`config.mk`:
```
export PLATFORM = sky130hd
export DESIGN_NAME = tv_sync_decoder_flat
export DESIGN_NICKNAME = d
export VERILOG_FILES = /design/src/rtl/tv_sync_decoder_if.sv /design/src/rtl/tv_sync_decoder.sv /design/src/flat_wrapper.sv
export SDC_FILE = /design/constraint.sdc
export NUM_CORES = 1
export LEC_CHECK = 0
export ABC_CLOCK_PERIOD_IN_PS = 2850
export BUFFER_PORTS_ARGS = -buffer_cell sky130_fd_sc_hd__buf_2
export CAP_MARGIN = 0
export CORE_MARGIN = 1.5
export CORE_UTILIZATION = 45
export CTS_BUF_LIST = sky130_fd_sc_hd__clkbuf_8 sky130_fd_sc_hd__clkbuf_16
export CTS_CLUSTER_SIZE = 40
export DETAILED_ROUTE_END_ITERATION = 12
export HOLD_SLACK_MARGIN = 0.1
export SLEW_MARGIN = 25
export SYNTH_ARGS = -nofsm -noshare
export SYNTH_HDL_FRONTEND = slang
export SYNTH_SLANG_ARGS = --single-unit
```
`constraint.sdc`:
```
create_clock -name clk24 -period 2.85 [get_ports clk24]
set_clock_uncertainty 0.2 [all_clocks]
set_input_delay 0.57 -clock clk24 [delete_from_list [all_inputs] [get_ports clk24]]
set_output_delay 0.57 -clock clk24 [all_outputs]
set_load 0.005 [all_outputs]
```
`src/rtl/tv_sync_decoder_if.sv`:
```
// rtl/tv_sync_decoder_if.sv - composite sync input and decoded timing outputs
interface tv_sync_decoder_if;
    logic       tv_sync;
    logic       hs_pulse;
    logic       vs_pulse;
    logic       field;
    logic [8:0] line;
    logic       locked;
    logic       pulse_err;

    modport master (
        output tv_sync,
        input  hs_pulse, vs_pulse, field, line, locked, pulse_err
    );

    modport slave (
        input  tv_sync,
        output hs_pulse, vs_pulse, field, line, locked, pulse_err
    );
endinterface

```
`src/rtl/tv_sync_decoder.sv`:
```
// rtl/tv_sync_decoder.sv - composite sync pulse classifier, line/field tracker (option: TVSYNC_GLITCH_FILTER_EN)
module tv_sync_decoder #(
    parameter int NARROW_MIN = 40,
    parameter int NORMAL_MIN = 86,
    parameter int NORMAL_MAX = 200,
    parameter int BROAD_MIN  = 400
) (
    input  logic              clk24,
    input  logic              reset,
    tv_sync_decoder_if.slave  bus
);
    localparam logic [9:0]  NARROW_W = 10'(NARROW_MIN);
    localparam logic [9:0]  NORMAL_W = 10'(NORMAL_MIN);
    localparam logic [9:0]  NMAX_W   = 10'(NORMAL_MAX);
    localparam logic [9:0]  BROAD_W  = 10'(BROAD_MIN);
    localparam logic [10:0] HALF_LIM = 11'd1152;

    typedef enum logic [2:0] {P_NONE, P_EQ, P_NORM, P_ERR, P_BROAD} pulse_e;

    logic        sync1, sync2, s, s_d;
    logic        fall, rise, timeout;
    logic [9:0]  w;
    logic [10:0] per, per_meas;
    pulse_e      cls, cls_next;
    logic [2:0]  broad_cnt;
    logic [1:0]  ok_cnt;
    logic        half, after_normal;
    logic        hs_r, vs_r, err_r, field_r, locked_r;
    logic [8:0]  line_r;

    // Two-flop synchronizer, preloaded high so reset looks like "no sync tip"
    always_ff @(posedge clk24) begin
        if (reset) begin
            sync1 <= 1'b1;
            sync2 <= 1'b1;
        end else begin
            sync1 <= bus.tv_sync;
            sync2 <= sync1;
        end
    end

`ifdef TVSYNC_GLITCH_FILTER_EN
    logic h1, h2, s_f;

    // Majority of three synchronized samples; shifts both edges by two clocks
    always_ff @(posedge clk24) begin
        if (reset) begin
            h1  <= 1'b1;
            h2  <= 1'b1;
            s_f <= 1'b1;
        end else begin
            h1  <= sync2;
            h2  <= h1;
            s_f <= (sync2 & h1) | (sync2 & h2) | (h1 & h2);
        end
    end
    assign s = s_f;
`else
    assign s = sync2;
`endif

    assign fall    = s_d & ~s;
    assign rise    = ~s_d & s;
    assign timeout = ~fall && (per == 11'd2046);

    // Edge history plus sync-tip width and falling-edge period measurement
    always_ff @(posedge clk24) begin
        if (reset) begin
            s_d      <= 1'b1;
            w        <= '0;
            per      <= '0;
            per_meas <= '0;
        end else begin
            s_d <= s;
            if (fall)
                w <= 10'd1;
            else if (!s && w != 10'h3FF)
                w <= w + 10'd1;
            if (fall) begin
                per_meas <= per;
                per      <= 11'd1;
            end else if (per != 11'h7FF) begin
                per <= per + 11'd1;
            end
        end
    end

    // Classify the finished pulse by its width on the rising edge of s
    always_comb begin
        cls_next = P_NONE;
        if (rise) begin
            if (w < NARROW_W)
                cls_next = P_NONE;
            else if (w < NORMAL_W)
                cls_next = P_EQ;
            else if (w <= NMAX_W)
                cls_next = P_NORM;
            else if (w < BROAD_W)
                cls_next = P_ERR;
            else
                cls_next = P_BROAD;
        end
    end

    // Classification stage; gives the third clock of strobe latency
    always_ff @(posedge clk24) begin
        if (reset)
            cls <= P_NONE;
        else
            cls <= cls_next;
    end

    // Apply a classified pulse to line/field/lock state and issue strobes
    always_ff @(posedge clk24) begin
        if (reset) begin
            hs_r         <= 1'b0;
            vs_r         <= 1'b0;
            err_r        <= 1'b0;
            field_r      <= 1'b0;
            locked_r     <= 1'b0;
            line_r       <= '0;
            broad_cnt    <= '0;
            ok_cnt       <= '0;
            half         <= 1'b0;
            after_normal <= 1'b0;
        end else begin
            hs_r  <= 1'b0;
            vs_r  <= 1'b0;
            err_r <= 1'b0;
            case (cls)
                P_NORM: begin
                    hs_r         <= 1'b1;
                    broad_cnt    <= '0;
                    after_normal <= 1'b1;
                    if (line_r != 9'h1FF)
                        line_r <= line_r + 9'd1;
                end
                P_EQ: begin
                    broad_cnt    <= '0;
                    after_normal <= 1'b0;
                    if (after_normal)
                        half <= (per_meas < HALF_LIM);
                end
                P_ERR: begin
                    err_r        <= 1'b1;
                    broad_cnt    <= '0;
                    after_normal <= 1'b0;
                end
                P_BROAD: begin
                    after_normal <= 1'b0;
                    if (broad_cnt != 3'd7)
                        broad_cnt <= broad_cnt + 3'd1;
                    if (broad_cnt == 3'd2) begin
                        vs_r    <= 1'b1;
                        line_r  <= '0;
                        field_r <= half;
                        if (line_r >= 9'd300 && line_r <= 9'd320) begin
                            if (ok_cnt != 2'd2)
                                ok_cnt <= ok_cnt + 2'd1;
                            if (ok_cnt != 2'd0)
                                locked_r <= 1'b1;
                        end else begin
                            ok_cnt   <= '0;
                            locked_r <= 1'b0;
                        end
                    end
                end
                default: ;
            endcase
            if (timeout) begin
                locked_r  <= 1'b0;
                broad_cnt <= '0;
                ok_cnt    <= '0;
            end
        end
    end

    assign bus.hs_pulse  = hs_r;
    assign bus.vs_pulse  = vs_r;
    assign bus.pulse_err = err_r;
    assign bus.field     = field_r;
    assign bus.locked    = locked_r;
    assign bus.line      = line_r;
endmodule

```
`src/flat_wrapper.sv`:
```
// flat-port wrapper written by rule: the top's interface ports become plain ports
module tv_sync_decoder_flat 
#(
    parameter int NARROW_MIN = 40,
    parameter int NORMAL_MIN = 86,
    parameter int NORMAL_MAX = 200,
    parameter int BROAD_MIN  = 400
)
  (clk24, reset, bus_tv_sync, bus_hs_pulse, bus_vs_pulse, bus_field, bus_line, bus_locked, bus_pulse_err);
  tv_sync_decoder_if bus_i ();
  input  logic clk24;
  input  logic reset;
  input wire logic [$bits(bus_i.tv_sync)-1:0] bus_tv_sync;
  output wire logic [$bits(bus_i.hs_pulse)-1:0] bus_hs_pulse;
  output wire logic [$bits(bus_i.vs_pulse)-1:0] bus_vs_pulse;
  output wire logic [$bits(bus_i.field)-1:0] bus_field;
  output wire logic [$bits(bus_i.line)-1:0] bus_line;
  output wire logic [$bits(bus_i.locked)-1:0] bus_locked;
  output wire logic [$bits(bus_i.pulse_err)-1:0] bus_pulse_err;
  assign bus_i.tv_sync = bus_tv_sync;
  assign bus_hs_pulse = bus_i.hs_pulse;
  assign bus_vs_pulse = bus_i.vs_pulse;
  assign bus_field = bus_i.field;
  assign bus_line = bus_i.line;
  assign bus_locked = bus_i.locked;
  assign bus_pulse_err = bus_i.pulse_err;
  tv_sync_decoder #(.NARROW_MIN(NARROW_MIN), .NORMAL_MIN(NORMAL_MIN), .NORMAL_MAX(NORMAL_MAX), .BROAD_MIN(BROAD_MIN)) u_core (.clk24(clk24), .reset(reset), .bus(bus_i));
endmodule
```
==> results of run 1 <==
==> logic make-up (layout without fill, tap and decap cells) <==
group | Yosys count | after routing
XOR/XNOR | 13 | 13
AO/OA/AOI/OAI | 70 | 70
multiplexers | 3 | 3
flip-flops | 52 | 52
buffers and inverters | 24 | 37
adder cells (fa/ha/maj) | 11 | 11
AND/OR/NAND/NOR | 116 | 116
==> per-layer routing <==
metal | share of wire (%) | wire length [um] | vias to the layer above | GRT usage [%]
li1 | - | - | 1089 | -
met1 | 52 | 2660 | 962 | 25.9
met2 | 44 | 2260 | 29 | 26.8
met3 | 3.1 | 158 | 4 | 4.02
met4 | 0.78 | 40 | 0 | 6.43
met5 | 0 | 0 | - | 0
==> power groups by stage <==
stage	Sequential, mW	Clock (mW)	Combinational (mW)
2_1_floorplan	0.755	0	0.0253
3_3_place_gp	0.758	0	0.0321
3_5_place_dp	0.758	0	0.0326
4_1_cts	0.741	0.541	0.0327
5_1_grt	0.743	0.561	0.0375
6_report	0.741	0.516	0.0319
==> layout by cell type, fill, tap and decap left out, types with 6 or more instances in the layout <==
cell	synthesis	routed
buf_2	1	16
and3_1	6	6
nand2_1	21	21
ha_1	11	11
a211oi_1	6	6
a31oi_1	7	7
o21ai_0	12	12
nor4_1	6	6
a21oi_1	18	18
nand3_1	7	7
inv_1	12	13
dfxtp_1	52	52
and4_1	6	6
nor2_1	28	28
xor2_1	7	7
xnor2_1	6	6
==> per-stage QoR <==
stage / setup WS (ns) / util [%] / power, mW
2_1_floorplan: 0.660 / - / 0.780
3_3_place_gp: 0.539 / 49.1 / 0.790
3_5_place_dp: 0.514 / 49.1 / 0.790
4_1_cts: 0.483 / 51.1 / 1.31
5_1_grt: 0.361 / 51.1 / 1.34
6_report: 0.486 / 51.1 / 1.29
==> critical path, delay by kind of cell, from the launching register on <==
family                   cells  cell delay (ns)
AND/OR/NAND/NOR              5             1.24
adder cells (fa/ha/maj)      1             0.21
flip-flops                   1             0.39
AO/OA/AOI/OAI                2             0.26
==> cells in the mapped netlist (2+ instances only) <==
library cell,number
inv_1,12
and3b_1,2
nand2b_1,2
nand3b_1,3
nor4_1,6
a211oi_1,6
o31ai_1,3
nor4b_1,3
a21oi_1,18
a31oi_1,7
o2111ai_1,4
o211ai_1,3
or3_1,3
mux2i_1,2
nor2b_1,5
and3_1,6
ha_1,11
a22oi_1,4
or2_2,4
clkbuf_1,9
o311a_1,2
xnor2_1,6
and4_1,6
nand4_1,2
o21ai_0,12
dfxtp_1,52
nand3_1,7
nor3_1,5
nor2_1,28
nand2_1,21
xor2_1,7
==> sequential cells by signal, indices dropped and copies added (netlist names), 2 cells and up <==
name              cells
u_core.bus.line       9
u_core.ok_cnt         2
u_core.cls            3
u_core.broad_cnt      3
u_core.per           11
u_core.w             10
u_core.per_meas       4
==> path summary, 6_finish.rpt <==
kind | from | endpoint | slack [ns] | cells after the start
worst max register to register | u_core.bus.line[2]$_SDFFE_PP0P_ | u_core.bus.line[7]$_SDFFE_PP0P_ | 0.49 | 8
worst min register to register | u_core.sync1$_SDFF_PP1_ | u_core.s$_SDFF_PP1_ | 0.22 | 1
worst max-delay path | u_core.bus.line[2]$_SDFFE_PP0P_ | u_core.bus.line[7]$_SDFFE_PP0P_ | 0.49 | 8
worst min-delay path | u_core.sync1$_SDFF_PP1_ | u_core.s$_SDFF_PP1_ | 0.22 | 1
==> layout make-up <==
| class | count | area [sq um] |
|---|---|---|
| Clock buffer | 5 | 68.8 |
| Inverter | 12 | 45.0 |
| Fill cell | 546 | 2690 |
| Sequential cell | 52 | 1040 |
| Multi-Input combinational cell | 213 | 1440 |
| Timing Repair Buffer | 17 | 87.6 |
| Clock inverter | 3 | 42.5 |
| Tap cell | 72 | 90.1 |
==> flow_summary.json, run 1 <==
{
  "syn_inst": 289,
  "syn_area_sq_um": 2580,
  "yosysTopAreaCell": "dfxtp_1",
  "synth_xor_area_share_pct": 4.41,
  "drt-total-wl_um": 5120,
  "gp_congestion": 0.811,
  "fin_crit_ns": 2.36,
  "drive_above_1_share_pct": 12.6,
  "fp.dieW_um": 78.7,
  "antenna_found_initial": 0,
  "clkLatencyLatePin_ns": 0.31,
  "hpwl_um": 3670,
  "syn_nets": 303,
  "clk_pin_slew_ns": 0.10,
  "wl_per_cell_um": 13.7,
  "vias": 2084,
  "synth_top_flop_cell": "dfxtp_1",
  "cts.sinks": 52,
  "io_buffers": 16,
  "fp-row-count": 27,
  "p_int_mw": 1.01,
  "synth.avg_cell_area_sq_um": 8.93,
  "cp_max_fo": 8,
  "drv_slew": 0,
  "ir_drop_mv": 0.205,
  "p_leak_nw": 1.02,
  "netSwitchingFraction_pct": 22.0,
  "cts_root_buf": "clkbuf_8",
  "critPathMaxStageDelay_ns": 0.49,
  "design_area_sq_um": 2810,
  "overflow": 0,
  "synth_fa_ha_area_share_pct": 5.33,
  "synth_top_family_by_area": "simple AND/OR/NAND/NOR gates",
  "holdWs_ns": 0.224,
  "start_kind": "flip-flop",
  "path_cells": "and4_1 -> nand2_1 -> nor2_1 -> ha_1 -> nor3b_4 -> o21ai_4 -> or4_4 -> a21oi_2",
  "io_pins": 17,
  "synth_edf_count": 0,
  "instances_no_fill": 374,
  "detail-route-antenna-nets": 0,
  "cts_tree": "yes",
  "htreeDepth": 2,
  "netlist.area_leader.share_pct": 40.3,
  "cp.required_ns": 2.91,
  "yosys_warnings": 0,
  "n_antenna_cell": 0,
  "status": "completed",
  "hp-class": "flip-flop to flip-flop",
  "cts_made_buffers": 5,
  "place_area_sq_um": 2700,
  "drv_cap": 0,
  "clock.fmax_mhz": 423,
  "synth-seq-cells": 52,
  "fp.coreArea_sq_um": 5510,
  "dpl.cell_count": 366,
  "drc": 0,
  "setup_viol": 0,
  "grt_pass1_wl_um": 8910,
  "worstSetupEndpointType": "flip-flop",
  "synthSimpleGateAreaFrac_pct": 26.0,
  "asyncSetResetFlopFracSynth_pct": 0,
  "ys_types": 59,
  "setup_tns_ns": 0,
  "fin_nets": 315,
  "die_h_um": 78.7,
  "dieArea_sq_um": 6200,
  "slowest_stage": "or4_4",
  "vias_per_cell": 5.57,
  "yosysSeqAreaShare_pct": 40.3,
  "p_seq_share_pct": 57.5,
  "crit_type": "flip-flop to flip-flop",
  "finalHoldViolCount": 0,
  "drt-initial-drc-count": 108,
  "synth_compound_area_share_pct": 18.8,
  "finalCritPeriodShare_pct": 83.0,
  "grt_pass1_vias": 1920,
  "ctsHoldBuffers": 0,
  "area_delta_synth_final_pct": 9.07,
  "p_switching_mw": 0.283,
  "cp.arrival_ns": 2.42,
  "rsz0062_at_grt": "no",
  "synthMuxAreaShare_pct": 1.21,
  "p_clk_share_pct": 40.0,
  "start_util_pct": 46.9,
  "dr.pass1.iters": 4,
  "maxSlewHeadroom_pct": 57.3,
  "clk_path_buf_depth": 2,
  "cts_resized": 0,
  "worst_pin_slew_ns": 0.634,
  "powerDensity_nw_per_um2": 458,
  "synth_area_leaders": "dfxtp_1 (40%), ha_1 (5.3%), nor2_1 (4.1%)",
  "power_frac_comb_pct": 2.5,
  "track_usage_pct": 18.1,
  "grt_max_degree": 21,
  "post-cts-setup-buffers": 0
}
(Power assumes the default switching activity.)
==> run 2, diff against run 1 <==
ABC_CLOCK_PERIOD_IN_PS = 2400   (was 2850)
clock period = 2.4 ns   (was 2.85 ns; I/O delays follow)
==> run 2 against run 1 <==
Non-clock buffer count up 3. Via count down 0.24%. Largest cell class unchanged. First-iteration DRC count down 37%. Clock power up 2%. Global-route usage down 0.21 points. Critical endpoint unchanged. Die area unchanged.
==> flow_summary.json, run 2 (synthesis gave the netlist of run 1 again) <==
{
  "drt-initial-drc-count": 68,
  "clk_pin_slew_ns": 0.10,
  "ir_drop_mv": 0.292,
  "layout_commonest_cell": "dfxtp_1",
  "drc": 0,
  "n_antenna_cell": 0,
  "rsz0062_at_grt": "no",
  "critPathLaunch": "u_core.bus.line[4]$_SDFFE_PP0P_",
  "start_util_pct": 46.9,
  "cp.arrival_ns": 2.23,
  "cts_resized": 0,
  "antenna_found_initial": 0,
  "layout_common_cells": "dfxtp_1 (52), nor2_1 (28), nand2_1 (21)",
  "path_depth": 8,
  "largest_reg_flops": 11,
  "drv_slew": 0,
  "drt-total-wl_um": 5190,
  "clock.fmax_mhz": 459,
  "crit_end": "u_core.bus.line[7]$_SDFFE_PP0P_",
  "crit_family": "simple AND/OR/NAND/NOR gates",
  "io_buffers": 16,
  "fin_util_pct": 51.2,
  "r2r_start": "u_core.bus.line[4]$_SDFFE_PP0P_",
  "clkLatencyLatePin_ns": 0.31,
  "die_h_um": 78.7,
  "cts_root_buf": "clkbuf_8",
  "hpwl_um": 3710,
  "overflow": 0,
  "vias_per_cell": 5.51,
  "worstSetupEndpointType": "flip-flop",
  "clk_path_buf_depth": 2,
  "fin_total_pwr_mw": 1.44,
  "ctsHoldBuffers": 0,
  "htreeDepth": 2,
  "place_area_sq_um": 2730,
  "vias": 2079,
  "crit_buf_inv": 0,
  "setup_tns_ns": 0,
  "reg2reg_slack_ns": 0.22,
  "wl_per_cell_um": 13.8,
  "hp-class": "input pin to flip-flop",
  "finalHoldViolCount": 0,
  "grt_max_degree": 19,
  "multi_input_area_sq_um": 1440,
  "cts_tree": "yes",
  "powerDensity_nw_per_um2": 512,
  "track_usage_pct": 17.9,
  "io_pins": 17,
  "p_leak_nw": 1.02,
  "fp-row-count": 27,
  "drv_cap": 0,
  "cts.sinks": 52,
  "seq_area_sq_um": 1040,
  "finalCritPeriodShare_pct": 90.8,
  "drive_above_1_share_pct": 13.8,
  "start_kind": "flip-flop",
  "path_cells": "and4_1 -> nand2_1 -> nor2_1 -> ha_1 -> nor3b_4 -> o21ai_4 -> or4_4 -> a21oi_2",
  "design_area_sq_um": 2820,
  "maxSlewHeadroom_pct": 64.7,
  "fp.coreArea_sq_um": 5510,
  "dieArea_sq_um": 6200,
  "worst_pin_slew_ns": 0.524,
  "cp.required_ns": 2.45,
  "fin_nets": 318,
  "top_register": "u_core.per",
  "slowest_stage": "or4_4",
  "gp_congestion": 0.827,
  "fp.dieW_um": 78.7,
  "setup_viol": 0,
  "grt_pass1_wl_um": 8820,
  "area_delta_synth_final_pct": 9.36,
  "status": "completed",
  "fin_crit_ns": 2.18,
  "post-cts-setup-buffers": 0,
  "fillerInstances": 506,
  "timing.rr.end": "u_core.bus.line[7]$_SDFFE_PP0P_",
  "cts_made_buffers": 5,
  "r2r_cells": 8,
  "detail-route-antenna-nets": 0,
  "dr.pass1.iters": 4,
  "grt_pass1_vias": 1850,
  "critPathMaxStageDelay_ns": 0.49,
  "crit_type": "flip-flop to flip-flop",
  "cp_max_fo": 7
}
==> run 2: cell count changes in the layout (fill, tap and decap cells not counted), sizes merged <==
cell and change:
inv -1, clkinv +1, clkinvlp +1, bufinv -1, buf +3
==> run 2: power by group <==
group	switching, mW	internal [mW]	total, mW	leakage (nW)
combinational	0.0256	0.0149	0.0406	0.552
sequential	0.0101	0.869	0.880	0.420
clock	0.310	0.215	0.524	0.0463
total	0.345	1.10	1.44	1.02
==> run 2: how the worst min path moves through the flow <==
stage                                       start                       to  depth (start not counted)
after floorplan           u_core.sync1$_SDFF_PP1_      u_core.s$_SDFF_PP1_                          1
after global placement    u_core.sync1$_SDFF_PP1_      u_core.s$_SDFF_PP1_                          1
after detailed placement  u_core.sync1$_SDFF_PP1_      u_core.s$_SDFF_PP1_                          1
after CTS                             bus_tv_sync  u_core.sync1$_SDFF_PP1_                          2
after global routing                  bus_tv_sync  u_core.sync1$_SDFF_PP1_                          2
final                                 bus_tv_sync  u_core.sync1$_SDFF_PP1_                          2
==> run 2: through the flow <==
stage / cells / hold slack (ns) / setup slack [ns]
finish: 377 / 0.151 / 0.221
global placement: 369 / 0.192 / 0.286
CTS: 377 / 0.141 / 0.219
global route: 377 / 0.140 / 0.108
detailed placement: 369 / 0.197 / 0.255
floorplan: 289 / 0.189 / 0.210
==> run 2: layout make-up <==
class,count,area share [%]
flip-flops and latches,52,36.9
multi-input cells,213,51.0
clock inverters,3,0.976
inverters,12,1.60
clock buffers,5,2.44
well taps,72,3.19
repair buffers,20,3.90
==> run 2: metal layers <==
| layer | GRT usage [%] | share of wire (%) |
|---|---|---|
| met1 | 26.3 | 53 |
| met2 | 25.7 | 44 |
| met3 | 4.02 | 2.8 |
| met4 | 6.25 | 0.89 |
| met5 | 0 | 0 |
==> run 3, diff against run 2 <==
ABC_CLOCK_PERIOD_IN_PS = 1880   (was 2400)
clock period = 1.88 ns   (was 2.4 ns; I/O delays follow)
==> run 3 against run 2 <==
The flow now finishes with violations (setup timing). Clock power up 65%. Via count up 6.7%. Cell count up 9.0%. Flip-flop and latch count unchanged. First-iteration DRC count up 4.4%. Core utilization up 7.5 points. Total power up 42%. Global-route usage up 1.2 points. Die area unchanged. Sequential share of layout area down 4.5 points. Setup slack worse by 0.24 ns. Largest cell class unchanged.
==> flow_summary.json, run 3 (synthesis gave the netlist of run 1 again) <==
{
  "drc": 0,
  "clk_pin_slew_ns": 0.10,
  "vias_per_cell": 5.40,
  "crit_family": "simple AND/OR/NAND/NOR gates",
  "p_leak_nw": 1.26,
  "slowest_stage": "or4_4",
  "use_met1_pct": 25.9,
  "fin_util_pct": 58.7,
  "hpwl_um": 4110,
  "clock.fmax_mhz": 528,
  "top_register": "u_core.per",
  "min_from": "reset",
  "fin_total_pwr_mw": 2.06,
  "crit_buf_inv": 0,
  "hp-class": "input pin to flip-flop",
  "track_usage_pct": 19.1,
  "detail-route-antenna-nets": 0,
  "cp.required_ns": 1.93,
  "finalCritPeriodShare_pct": 101,
  "start_util_pct": 46.9,
  "worstSetupEndpointType": "flip-flop",
  "seq_area_sq_um": 1050,
  "instances_no_fill": 411,
  "cts.sinks": 52,
  "layout_common_cells": "dfxtp_1 (48), buf_4 (36), nor2_1 (27)",
  "cp.arrival_ns": 1.95,
  "setup_viol": 1,
  "io_pins": 17,
  "rsz0062_at_grt": "yes",
  "path_cells": "and4_4 -> nand2_4 -> nor2_4 -> ha_4 -> nor3b_4 -> o21ai_4 -> or4_4 -> a21oi_2",
  "clkLatencyLatePin_ns": 0.30,
  "grt_max_degree": 20,
  "io_buffers": 16,
  "grt_pass1_wl_um": 9310,
  "worst_pin_slew_ns": 0.393,
  "fin_crit_ns": 1.90,
  "r2r_start": "u_core.bus.line[3]$_SDFFE_PP0P_",
  "fin_nets": 352,
  "n_antenna_cell": 0,
  "start_kind": "flip-flop",
  "drt-total-wl_um": 5650,
  "critPathMaxStageDelay_ns": 0.42,
  "wl_per_cell_um": 13.7,
  "drv_cap": 0,
  "grt_pass1_vias": 2053,
  "drv_slew": 0,
  "status": "finished with violations",
  "fillerInstances": 477,
  "cts_root_buf": "clkbuf_8",
  "area_delta_synth_final_pct": 25.3,
  "clk_path_buf_depth": 2,
  "violations": "setup timing",
  "dieArea_sq_um": 6200,
  "top_usage_layer": "met2",
  "gp_congestion": 0.835,
  "grt_use_met2_pct": 29.7,
  "cp_max_fo": 5,
  "multi_input_area_sq_um": 1540,
  "drt-initial-drc-count": 71,
  "dr.pass1.iters": 4,
  "critPathLaunch": "u_core.bus.line[3]$_SDFFE_PP0P_",
  "fp-row-count": 27,
  "drive_above_1_share_pct": 27.1,
  "vias": 2219,
  "finalWorstSetupSlack_ns": -0.0151,
  "layout_commonest_cell": "dfxtp_1",
  "overflow": 0,
  "maxSlewHeadroom_pct": 73.5,
  "setup_tns_ns": -0.0151,
  "ir_drop_mv": 0.415,
  "crit_type": "flip-flop to flip-flop",
  "antenna_found_initial": 0,
  "powerDensity_nw_per_um2": 636,
  "finalHoldViolCount": 0,
  "fp.dieW_um": 78.7,
  "cts_made_buffers": 5,
  "dpl.cell_count": 401,
  "die_h_um": 78.7,
  "fp.coreArea_sq_um": 5510,
  "largest_reg_flops": 11,
  "cts_tree": "yes",
  "grt_use_met3_pct": 4.60,
  "htreeDepth": 2
}
## run 3: cell count changes in the layout (fill, tap and decap cells not counted), sizes merged
cell	previous run	this run
clkinvlp	1	0
clkbuf	5	6
clkinv	1	0
buf	20	53
dlygate4sd3	0	1
bufinv	0	1
## run 3: final timing paths
kind                                     endpoint  slack (ns)  cells after the start
hold / removal           u_core.cls[0]$_SDFF_PP0_        0.20                      3
setup reg to reg  u_core.bus.line[7]$_SDFFE_PP0P_       -0.02                      8
hold reg to reg               u_core.s$_SDFF_PP1_        0.22                      1
setup / recovery  u_core.bus.line[7]$_SDFFE_PP0P_       -0.02                      8
## run 3: layer usage
layer | wire, um | share of wire, % | vias up
met5 | 0 | 0 | -
met4 | 38 | 0.67 | 0
met3 | 122 | 2.2 | 4
met2 | 2580 | 46 | 31
met1 | 2900 | 51 | 1024
li1 | - | - | 1160
## run 3: power breakdown
group | internal (mW) | switching (mW) | total [mW]
Sequential | 1.11 | 0.0114 | 1.12
Clock | 0.483 | 0.384 | 0.866
Combinational | 0.0334 | 0.0370 | 0.0704
## run 3: final cells by class
type | instances | area share [%]
tap | 72 | 2.79
inverter | 12 | 1.39
clock inverter | 2 | 1.20
clock buffer | 6 | 2.90
timing repair buffer | 54 | 11.8
sequential | 52 | 32.4
multi-input combinational | 213 | 47.5
## run 3: what timing repair did
action                     4_1_cts  5_1_grt
hold endpoints to repair         1        0
buffers inserted                 1        0
gates resized for setup          2       21
hold buffers                     1        0
pin swaps                        4        2
setup endpoints to repair        8       13
## run 3: worst register-to-register path, delay by kind of cell, from the launching register on
family / cells / cell delay (ns)
AND/OR/NAND/NOR: 5 / 0.94
flip-flops: 1 / 0.34
AO/OA/AOI/OAI: 2 / 0.21
adder cells (fa/ha/maj): 1 / 0.15
## run 3: per-stage QoR
| stage | worst slack (ns) | hold WS (ns) | instance area [sq um] |
|---|---|---|---|
| floorplan | -0.215 | 0.189 | 2590 |
| global placement | -0.109 | 0.193 | 2980 |
| detailed placement | -0.159 | 0.199 | 2980 |
| CTS | -0.0744 | 0.190 | 3140 |
| global route | -0.0669 | 0.205 | 3230 |
| finish | -0.0151 | 0.202 | 3230 |
